==> src/rtl/ps2_lane_key_tracker_pkg.sv <==
// ps2_pkg: shared constants and types for the PS/2 lane key tracker.
//   PS2_BREAK / PS2_EXT  : prefix bytes for break (F0) and extended (E0) sequences.
//   LANEn_DEFAULT        : default scancodes for the four lane keys A/S/D/F.
//   ps2_state_e          : prefix decoder state.
//   ps2_is_ignored()     : keyboard status/ack bytes that never count as keys.
package ps2_pkg;

  localparam logic [7:0] PS2_BREAK = 8'hF0;
  localparam logic [7:0] PS2_EXT   = 8'hE0;

  localparam logic [7:0] LANE0_DEFAULT = 8'h1C;
  localparam logic [7:0] LANE1_DEFAULT = 8'h1B;
  localparam logic [7:0] LANE2_DEFAULT = 8'h23;
  localparam logic [7:0] LANE3_DEFAULT = 8'h2B;

  typedef enum logic [1:0] {
    IDLE    = 2'd0,
    BRK     = 2'd1,
    EXT     = 2'd2,
    EXT_BRK = 2'd3
  } ps2_state_e;

  // BAT-ok, ack, resend, echo, and the two error/overrun codes.
  function automatic logic ps2_is_ignored(input logic [7:0] code);
    return (code == 8'hAA) || (code == 8'hFA) || (code == 8'hFE) ||
           (code == 8'hEE) || (code == 8'h00) || (code == 8'hFF);
  endfunction

endpackage

==> src/rtl/ps2_lane_key_tracker_if.sv <==
// ps2_lane_key_tracker_if: byte input from the PS/2 receiver and the decoded
// key outputs toward the game datapath.
//   master : drives rx_data/rx_valid, observes the key outputs.
//   slave  : the tracker; consumes bytes, drives key_code, key_extended,
//            key_press, key_release, lane_held, seq_error.
interface ps2_lane_key_tracker_if;
  logic [7:0] rx_data;
  logic       rx_valid;
  logic [7:0] key_code;
  logic       key_extended;
  logic       key_press;
  logic       key_release;
  logic [3:0] lane_held;
  logic       seq_error;

  modport master (
    output rx_data, rx_valid,
    input  key_code, key_extended, key_press, key_release, lane_held, seq_error
  );

  modport slave (
    input  rx_data, rx_valid,
    output key_code, key_extended, key_press, key_release, lane_held, seq_error
  );
endinterface

==> src/rtl/ps2_lane_key_tracker_timeout.sv <==
// ps2_prefix_timeout: watchdog for a pending prefix sequence.
//   clk, reset : clock, synchronous active-high reset
//   clr_i      : force the count to 0 (byte accepted, or decoder idle)
//   en_i       : count this cycle
//   expire_o   : high while enabled and the count sits at TIMEOUT_CYCLES-1
module ps2_prefix_timeout #(
  parameter int unsigned TIMEOUT_CYCLES = 2500000
) (
  input  logic clk,
  input  logic reset,
  input  logic clr_i,
  input  logic en_i,
  output logic expire_o
);

  localparam int unsigned CW = (TIMEOUT_CYCLES > 1) ? $clog2(TIMEOUT_CYCLES) : 1;
  localparam logic [CW-1:0] LAST = CW'(TIMEOUT_CYCLES - 1);

  logic [CW-1:0] cnt_q, cnt_d;

  assign expire_o = en_i && (cnt_q == LAST);

  always_comb begin
    cnt_d = cnt_q;
    if (clr_i) begin
      cnt_d = '0;
    end else if (en_i) begin
      cnt_d = expire_o ? '0 : cnt_q + CW'(1);
    end
  end

  always_ff @(posedge clk) begin
    if (reset) cnt_q <= '0;
    else       cnt_q <= cnt_d;
  end

endmodule

==> src/rtl/ps2_lane_key_tracker.sv <==
// ps2_lane_key_tracker: decodes PS/2 make / F0 break / E0 extended sequences
// and tracks which lane keys (A/S/D/F) are held.
//   clk, reset : system clock, synchronous active-high reset
//   bus        : ps2_lane_key_tracker_if.slave (rx_data/rx_valid in;
//                key_code, key_extended, key_press, key_release,
//                lane_held, seq_error out, all registered)
// Optional: define PS2_TYPEMATIC_FILTER_EN to swallow repeated makes of a
// lane key that is already held.
//
// state   | meaning
// IDLE    | no prefix pending; plain bytes are makes
// BRK     | F0 seen; next byte is released
// EXT     | E0 seen; next byte is an extended make
// EXT_BRK | E0 F0 seen; next byte is an extended release
module ps2_lane_key_tracker
  import ps2_pkg::*;
#(
  parameter int unsigned TIMEOUT_CYCLES = 2500000,
  parameter logic [7:0]  LANE0_CODE     = LANE0_DEFAULT,
  parameter logic [7:0]  LANE1_CODE     = LANE1_DEFAULT,
  parameter logic [7:0]  LANE2_CODE     = LANE2_DEFAULT,
  parameter logic [7:0]  LANE3_CODE     = LANE3_DEFAULT
) (
  input logic                   clk,
  input logic                   reset,
  ps2_lane_key_tracker_if.slave bus
);

  ps2_state_e state_q, state_d;
  logic [7:0] key_code_q, key_code_d;
  logic       key_ext_q, key_ext_d;
  logic       press_q, press_d;
  logic       release_q, release_d;
  logic [3:0] lane_q, lane_d;
  logic       err_q, err_d;

  logic [3:0] lane_hit;
  logic [3:0] lane_after;
  logic       expire;

  assign lane_hit = {bus.rx_data == LANE3_CODE, bus.rx_data == LANE2_CODE,
                     bus.rx_data == LANE1_CODE, bus.rx_data == LANE0_CODE};

  ps2_prefix_timeout #(.TIMEOUT_CYCLES(TIMEOUT_CYCLES)) u_timeout (
    .clk     (clk),
    .reset   (reset),
    .clr_i   (bus.rx_valid || (state_q == IDLE)),
    .en_i    (state_q != IDLE),
    .expire_o(expire)
  );

  always_comb begin
    state_d    = state_q;
    key_code_d = key_code_q;
    key_ext_d  = key_ext_q;
    lane_d     = lane_q;
    press_d    = 1'b0;
    release_d  = 1'b0;
    err_d      = 1'b0;
    lane_after = lane_q;

    if (bus.rx_valid) begin
      // A byte on the expiry cycle is still consumed in the prefix state.
      unique case (state_q)
        IDLE: begin
          if (bus.rx_data == PS2_BREAK) begin
            state_d = BRK;
          end else if (bus.rx_data == PS2_EXT) begin
            state_d = EXT;
          end else if (!ps2_is_ignored(bus.rx_data)) begin
`ifdef PS2_TYPEMATIC_FILTER_EN
            if ((lane_hit & lane_q) == 4'b0000) begin
              key_code_d = bus.rx_data;
              key_ext_d  = 1'b0;
              press_d    = 1'b1;
              lane_d     = lane_q | lane_hit;
            end
`else
            key_code_d = bus.rx_data;
            key_ext_d  = 1'b0;
            press_d    = 1'b1;
            lane_d     = lane_q | lane_hit;
`endif
          end
        end
        EXT: begin
          if (bus.rx_data == PS2_BREAK) begin
            state_d = EXT_BRK;
          end else if (bus.rx_data == PS2_EXT) begin
            err_d = 1'b1;
          end else begin
            key_code_d = bus.rx_data;
            key_ext_d  = 1'b1;
            press_d    = 1'b1;
            state_d    = IDLE;
          end
        end
        BRK, EXT_BRK: begin
          state_d = IDLE;
          if ((bus.rx_data == PS2_BREAK) || (bus.rx_data == PS2_EXT)) begin
            err_d = 1'b1;
          end else begin
            release_d = 1'b1;
            // Extended keys share codes with nothing in the lane set, so
            // an E0 F0 break must not disturb lane bits.
            if (state_q == BRK) lane_after = lane_q & ~lane_hit;
            lane_d = lane_after;
            if ((bus.rx_data == key_code_q) && (key_ext_q == (state_q == EXT_BRK))) begin
              key_ext_d = 1'b0;
              if      (lane_after[0]) key_code_d = LANE0_CODE;
              else if (lane_after[1]) key_code_d = LANE1_CODE;
              else if (lane_after[2]) key_code_d = LANE2_CODE;
              else if (lane_after[3]) key_code_d = LANE3_CODE;
              else                    key_code_d = 8'h00;
            end
          end
        end
        default: state_d = IDLE;
      endcase
    end else if (expire) begin
      state_d = IDLE;
      err_d   = 1'b1;
    end
  end

  always_ff @(posedge clk) begin
    if (reset) begin
      state_q    <= IDLE;
      key_code_q <= 8'h00;
      key_ext_q  <= 1'b0;
      press_q    <= 1'b0;
      release_q  <= 1'b0;
      lane_q     <= 4'b0000;
      err_q      <= 1'b0;
    end else begin
      state_q    <= state_d;
      key_code_q <= key_code_d;
      key_ext_q  <= key_ext_d;
      press_q    <= press_d;
      release_q  <= release_d;
      lane_q     <= lane_d;
      err_q      <= err_d;
    end
  end

  assign bus.key_code     = key_code_q;
  assign bus.key_extended = key_ext_q;
  assign bus.key_press    = press_q;
  assign bus.key_release  = release_q;
  assign bus.lane_held    = lane_q;
  assign bus.seq_error    = err_q;

endmodule

==> src/flat_wrapper.sv <==
// flat-port wrapper written by rule: the top's interface ports become plain ports
module ps2_lane_key_tracker_flat import ps2_pkg::*;
#(
  parameter int unsigned TIMEOUT_CYCLES = 2500000,
  parameter logic [7:0]  LANE0_CODE     = LANE0_DEFAULT,
  parameter logic [7:0]  LANE1_CODE     = LANE1_DEFAULT,
  parameter logic [7:0]  LANE2_CODE     = LANE2_DEFAULT,
  parameter logic [7:0]  LANE3_CODE     = LANE3_DEFAULT
)
  (clk, reset, bus_rx_data, bus_rx_valid, bus_key_code, bus_key_extended, bus_key_press, bus_key_release, bus_lane_held, bus_seq_error);
  ps2_lane_key_tracker_if bus_i ();
  input logic clk;
  input logic reset;
  input wire logic [$bits(bus_i.rx_data)-1:0] bus_rx_data;
  input wire logic [$bits(bus_i.rx_valid)-1:0] bus_rx_valid;
  output wire logic [$bits(bus_i.key_code)-1:0] bus_key_code;
  output wire logic [$bits(bus_i.key_extended)-1:0] bus_key_extended;
  output wire logic [$bits(bus_i.key_press)-1:0] bus_key_press;
  output wire logic [$bits(bus_i.key_release)-1:0] bus_key_release;
  output wire logic [$bits(bus_i.lane_held)-1:0] bus_lane_held;
  output wire logic [$bits(bus_i.seq_error)-1:0] bus_seq_error;
  assign bus_i.rx_data = bus_rx_data;
  assign bus_i.rx_valid = bus_rx_valid;
  assign bus_key_code = bus_i.key_code;
  assign bus_key_extended = bus_i.key_extended;
  assign bus_key_press = bus_i.key_press;
  assign bus_key_release = bus_i.key_release;
  assign bus_lane_held = bus_i.lane_held;
  assign bus_seq_error = bus_i.seq_error;
  ps2_lane_key_tracker #(.TIMEOUT_CYCLES(TIMEOUT_CYCLES), .LANE0_CODE(LANE0_CODE), .LANE1_CODE(LANE1_CODE), .LANE2_CODE(LANE2_CODE), .LANE3_CODE(LANE3_CODE)) u_core (.clk(clk), .reset(reset), .bus(bus_i));
endmodule
==> config.mk <==
export PLATFORM = sky130hd
export DESIGN_NAME = ps2_lane_key_tracker_flat
export DESIGN_NICKNAME = d
export VERILOG_FILES = /design/src/rtl/ps2_lane_key_tracker_pkg.sv /design/src/rtl/ps2_lane_key_tracker_if.sv /design/src/rtl/ps2_lane_key_tracker_timeout.sv /design/src/rtl/ps2_lane_key_tracker.sv /design/src/flat_wrapper.sv
export SDC_FILE = /design/constraint.sdc
export NUM_CORES = 1
export LEC_CHECK = 0
export ABC_AREA = 0
export CAP_MARGIN = 20
export CORE_MARGIN = 2
export CORE_UTILIZATION = 56
export DETAILED_ROUTE_END_ITERATION = 6
export DONT_BUFFER_PORTS = 1
export PLACE_DENSITY = 0.7
export SYNTH_ARGS = -nofsm -noshare
export SYNTH_HDL_FRONTEND = slang
export SYNTH_SLANG_ARGS = --single-unit
==> constraint.sdc <==
create_clock -name clk -period 3.05 [get_ports clk]
set_clock_uncertainty 0.1 [all_clocks]
set_input_delay 0.61 -clock clk [delete_from_list [all_inputs] [get_ports clk]]
set_output_delay 0.61 -clock clk [all_outputs]
set_load 0.05 [all_outputs]
==> out/qor.yml <==
path_clk_slew_ns: 0.08
fin_tns_setup_ns: 0
synth_top_family_by_area: "simple AND/OR/NAND/NOR gates"
crit_required_ns: 3.10
nNetsFinal: 268
io_pins: 27
stdcell_area_um2: 2310
synth_area_um2: 2140
hp-start: "reset"
synth.area.mux_share: 0.0234
chipHeight_um: 65.8
finalSetupViolCount: 0
core_um2: 3660
fp.dieArea_um2: 4340
io_buffers: 0
drive_gt1_frac: 0.101
wl_mm: 4.65
holdCritPathClass: "primary input to flip-flop"
synth_top_cell_by_area: "dfxtp_1"
cts_made_buffers: 5
yosys.area_share.simple: 0.276
grt_max_degree: 22
area_growth_pct: 7.77
syn_area_per_cell_um2: 8.50
finalHoldViolCount: 0
grt_overflow: 0
grt_usage: 0.234
dp.final_hpwl_mm: 3.29
yosysSeqAreaShare: 0.374
synth_nets: 264
synth-compound-area-share: 0.158
fmax_mhz: 420
period_share: 0.780
synth_enable_flop_cells: 0
drv_slew: 0
synth_top_cells_by_area: "dfxtp_1, xor2_1, xnor2_1"
post_cts_resized: 0
cpMostUsedCell: "a221oi_1"
synth_seq_cells: 40
place_congestion: 0.812
clockPowerShare: 0.364
htree_levels: 2
rows: 22
antenna_found_initial: 0
grt.met3_usage: 0.0545
hold_depth: 1
instances_no_fill: 305
grt_pass1_wl_mm: 7.89
synthArstFlopShare: 0
r2r-end: "u_core.bus.key_code[0]"
worstPathCellList: "or4b_1 -> o32ai_2 -> o21ai_0 -> a221oi_1 -> a221oi_1"
ys.flop_type: "dfxtp_1"
synth_cells: 252
status: "complete, no violations"
tightest_slew_ns: 0.708
grt.busiest_layer: "met2"
n_antenna_cell: 0
cts_buffer_depth: 2
synth_most_common_cell: "dfxtp_1"
seq_power_share: 0.547
clock-sinks: 40
cts_root_buffer: "clkbuf_8"
first_pass_iters: 4
fin_util: 0.631
worst-setup-path-type: "flip-flop to flip-flop"
postPlaceCellArea_um2: 2220
drc_errors: 0
ys_types: 51
die_w_um: 65.8
rr_startpoint: "u_core.state_q[0]"
r2r.worst_path.cells: 5
rrSetupSlack_ns: 0.67
combPwrFrac: 0.089
path_max_fanout: 15
peakVddDrop_mv: 0.256
power_density_nw_per_um2: 429
drtIter0Drc: 111
clk_latency_ns: 0.29
p_sw_frac: 0.250
crit_slowest_cell: "dfxtp_1"
dp.cells: 297
grt_pass1_vias: 1742
p_int_mw: 0.743
synthXorXnorAreaFrac: 0.119
cts_setup_buffers: 0
hold_path_end: "u_core.bus.key_code[5]"
end_kind: "flip-flop"
synthAdderAreaFrac: 0.00584
p_sw_mw: 0.247
routed_via_density: 5.99
maxCapViolations: 0
use_met1: 0.271
slew_headroom: 0.524
critPathMaxStageDelay_ns: 0.67
met2_usage: 0.410
finalCriticalPeriod_ns: 2.38
fin_hold_ws_ns: 0.279
cp-start-kind: "flip-flop"
yosys.area.top_type_share: 0.374
grt_setup_unrepaired: "no"
cp_data_arrival_time_ns: 2.43
cts_tree: "done"
leakagePower_nw: 0.792
cts-hold-fix-buffers: 0
synth_common_cells: "dfxtp_1, nor2_1, nand2_1"
post_drt_wl_per_cell_um: 15.2
start_util: 0.585
vias: 1827
drtAntennaViolNets: 0
ys_warn_count: 0
==> state kept, by name, summed over array words and instances (netlist names) <==
register	cells
u_core.bus.key_release	1
u_core.state_q	2
u_core.u_timeout.cnt_q	22
u_core.bus.lane_held	4
u_core.bus.key_code	8
u_core.bus.key_press	1
u_core.bus.seq_error	1
u_core.bus.key_extended	1
==> placed cells by master, fill, tap and decap left out, types with 3 or more instances in the layout <==
cell type   n
a211oi_1    3
a21oi_1     7
a221oi_1    3
and3_1      5
buf_4      10
clkbuf_8    6
dfxtp_1    40
inv_1       9
mux2i_1     5
nand2_1    19
nand3_1    16
nand3b_1    4
nand4_1     7
nor2_1     29
nor3_1     16
nor4_1      5
o21ai_0     4
o31ai_1     3
xnor2_1    14
xor2_1     15
==> power by group through the flow <==
stage / Sequential [mW] / Combinational [mW] / Clock [mW]
CTS: 0.542 / 0.0887 / 0.370
floorplan: 0.580 / 0.0543 / 0
detailed placement: 0.554 / 0.0884 / 0
finish: 0.542 / 0.0882 / 0.360
global placement: 0.554 / 0.0878 / 0
global route: 0.542 / 0.0954 / 0.394
==> cells by family (layout without fill, tap and decap cells) <==
kind of cell               Yosys count  after routing
xor gates and xnor gates            29             29
and+or+nand+nor                    114            114
adders and majority gates            1              1
muxes                                5              5
AOI/OAI and AO/OA                   41             41
DFF                                 40             40
buffers and inverters               22             27
==> area by class of cell <==
type | instances | area [µm²]
clock buffers | 6 | 82.6
clock inverters | 2 | 10.0
fillers | 323 | 1350
inverters | 9 | 33.8
multi-input cells | 190 | 1250
flip-flops and latches | 40 | 801
well taps | 48 | 60.1
repair buffers | 10 | 75.1
==> per-stage QoR <==
step	power [mW]	setup WS [ns]
6_report	0.990	0.671
3_3_place_gp	0.642	0.606
3_5_place_dp	0.643	0.613
5_1_grt	1.03	0.559
4_1_cts	1.00	0.691
2_1_floorplan	0.634	0.677
==> worst max-delay path: cells and delay by family (launching register included) <==
family	cells	cell delay (ns)
AO/OA/AOI/OAI	4	0.99
flip-flops	1	0.67
AND/OR/NAND/NOR	1	0.50
==> worst max-delay path by stage <==
stage / start / endpoint / slack [ns]
floorplan: bus_rx_data[6] / u_core.bus.key_code[5] / 0.68
global route: u_core.state_q[0] / u_core.bus.key_code[0] / 0.56
finish: u_core.state_q[0] / u_core.bus.key_code[0] / 0.67
CTS: u_core.state_q[0] / u_core.bus.key_code[0] / 0.69
detailed placement: bus_rx_data[7] / u_core.bus.key_code[0] / 0.61
global placement: bus_rx_data[7] / u_core.bus.key_code[0] / 0.61
==> routing by layer <==
layer | vias to the layer above | part of all wire
li1 | 925 | -
met1 | 847 | 0.43
met2 | 48 | 0.50
met3 | 7 | 0.062
met4 | 0 | 0.013
met5 | - | 0
Power figures use the tool's default switching activity.
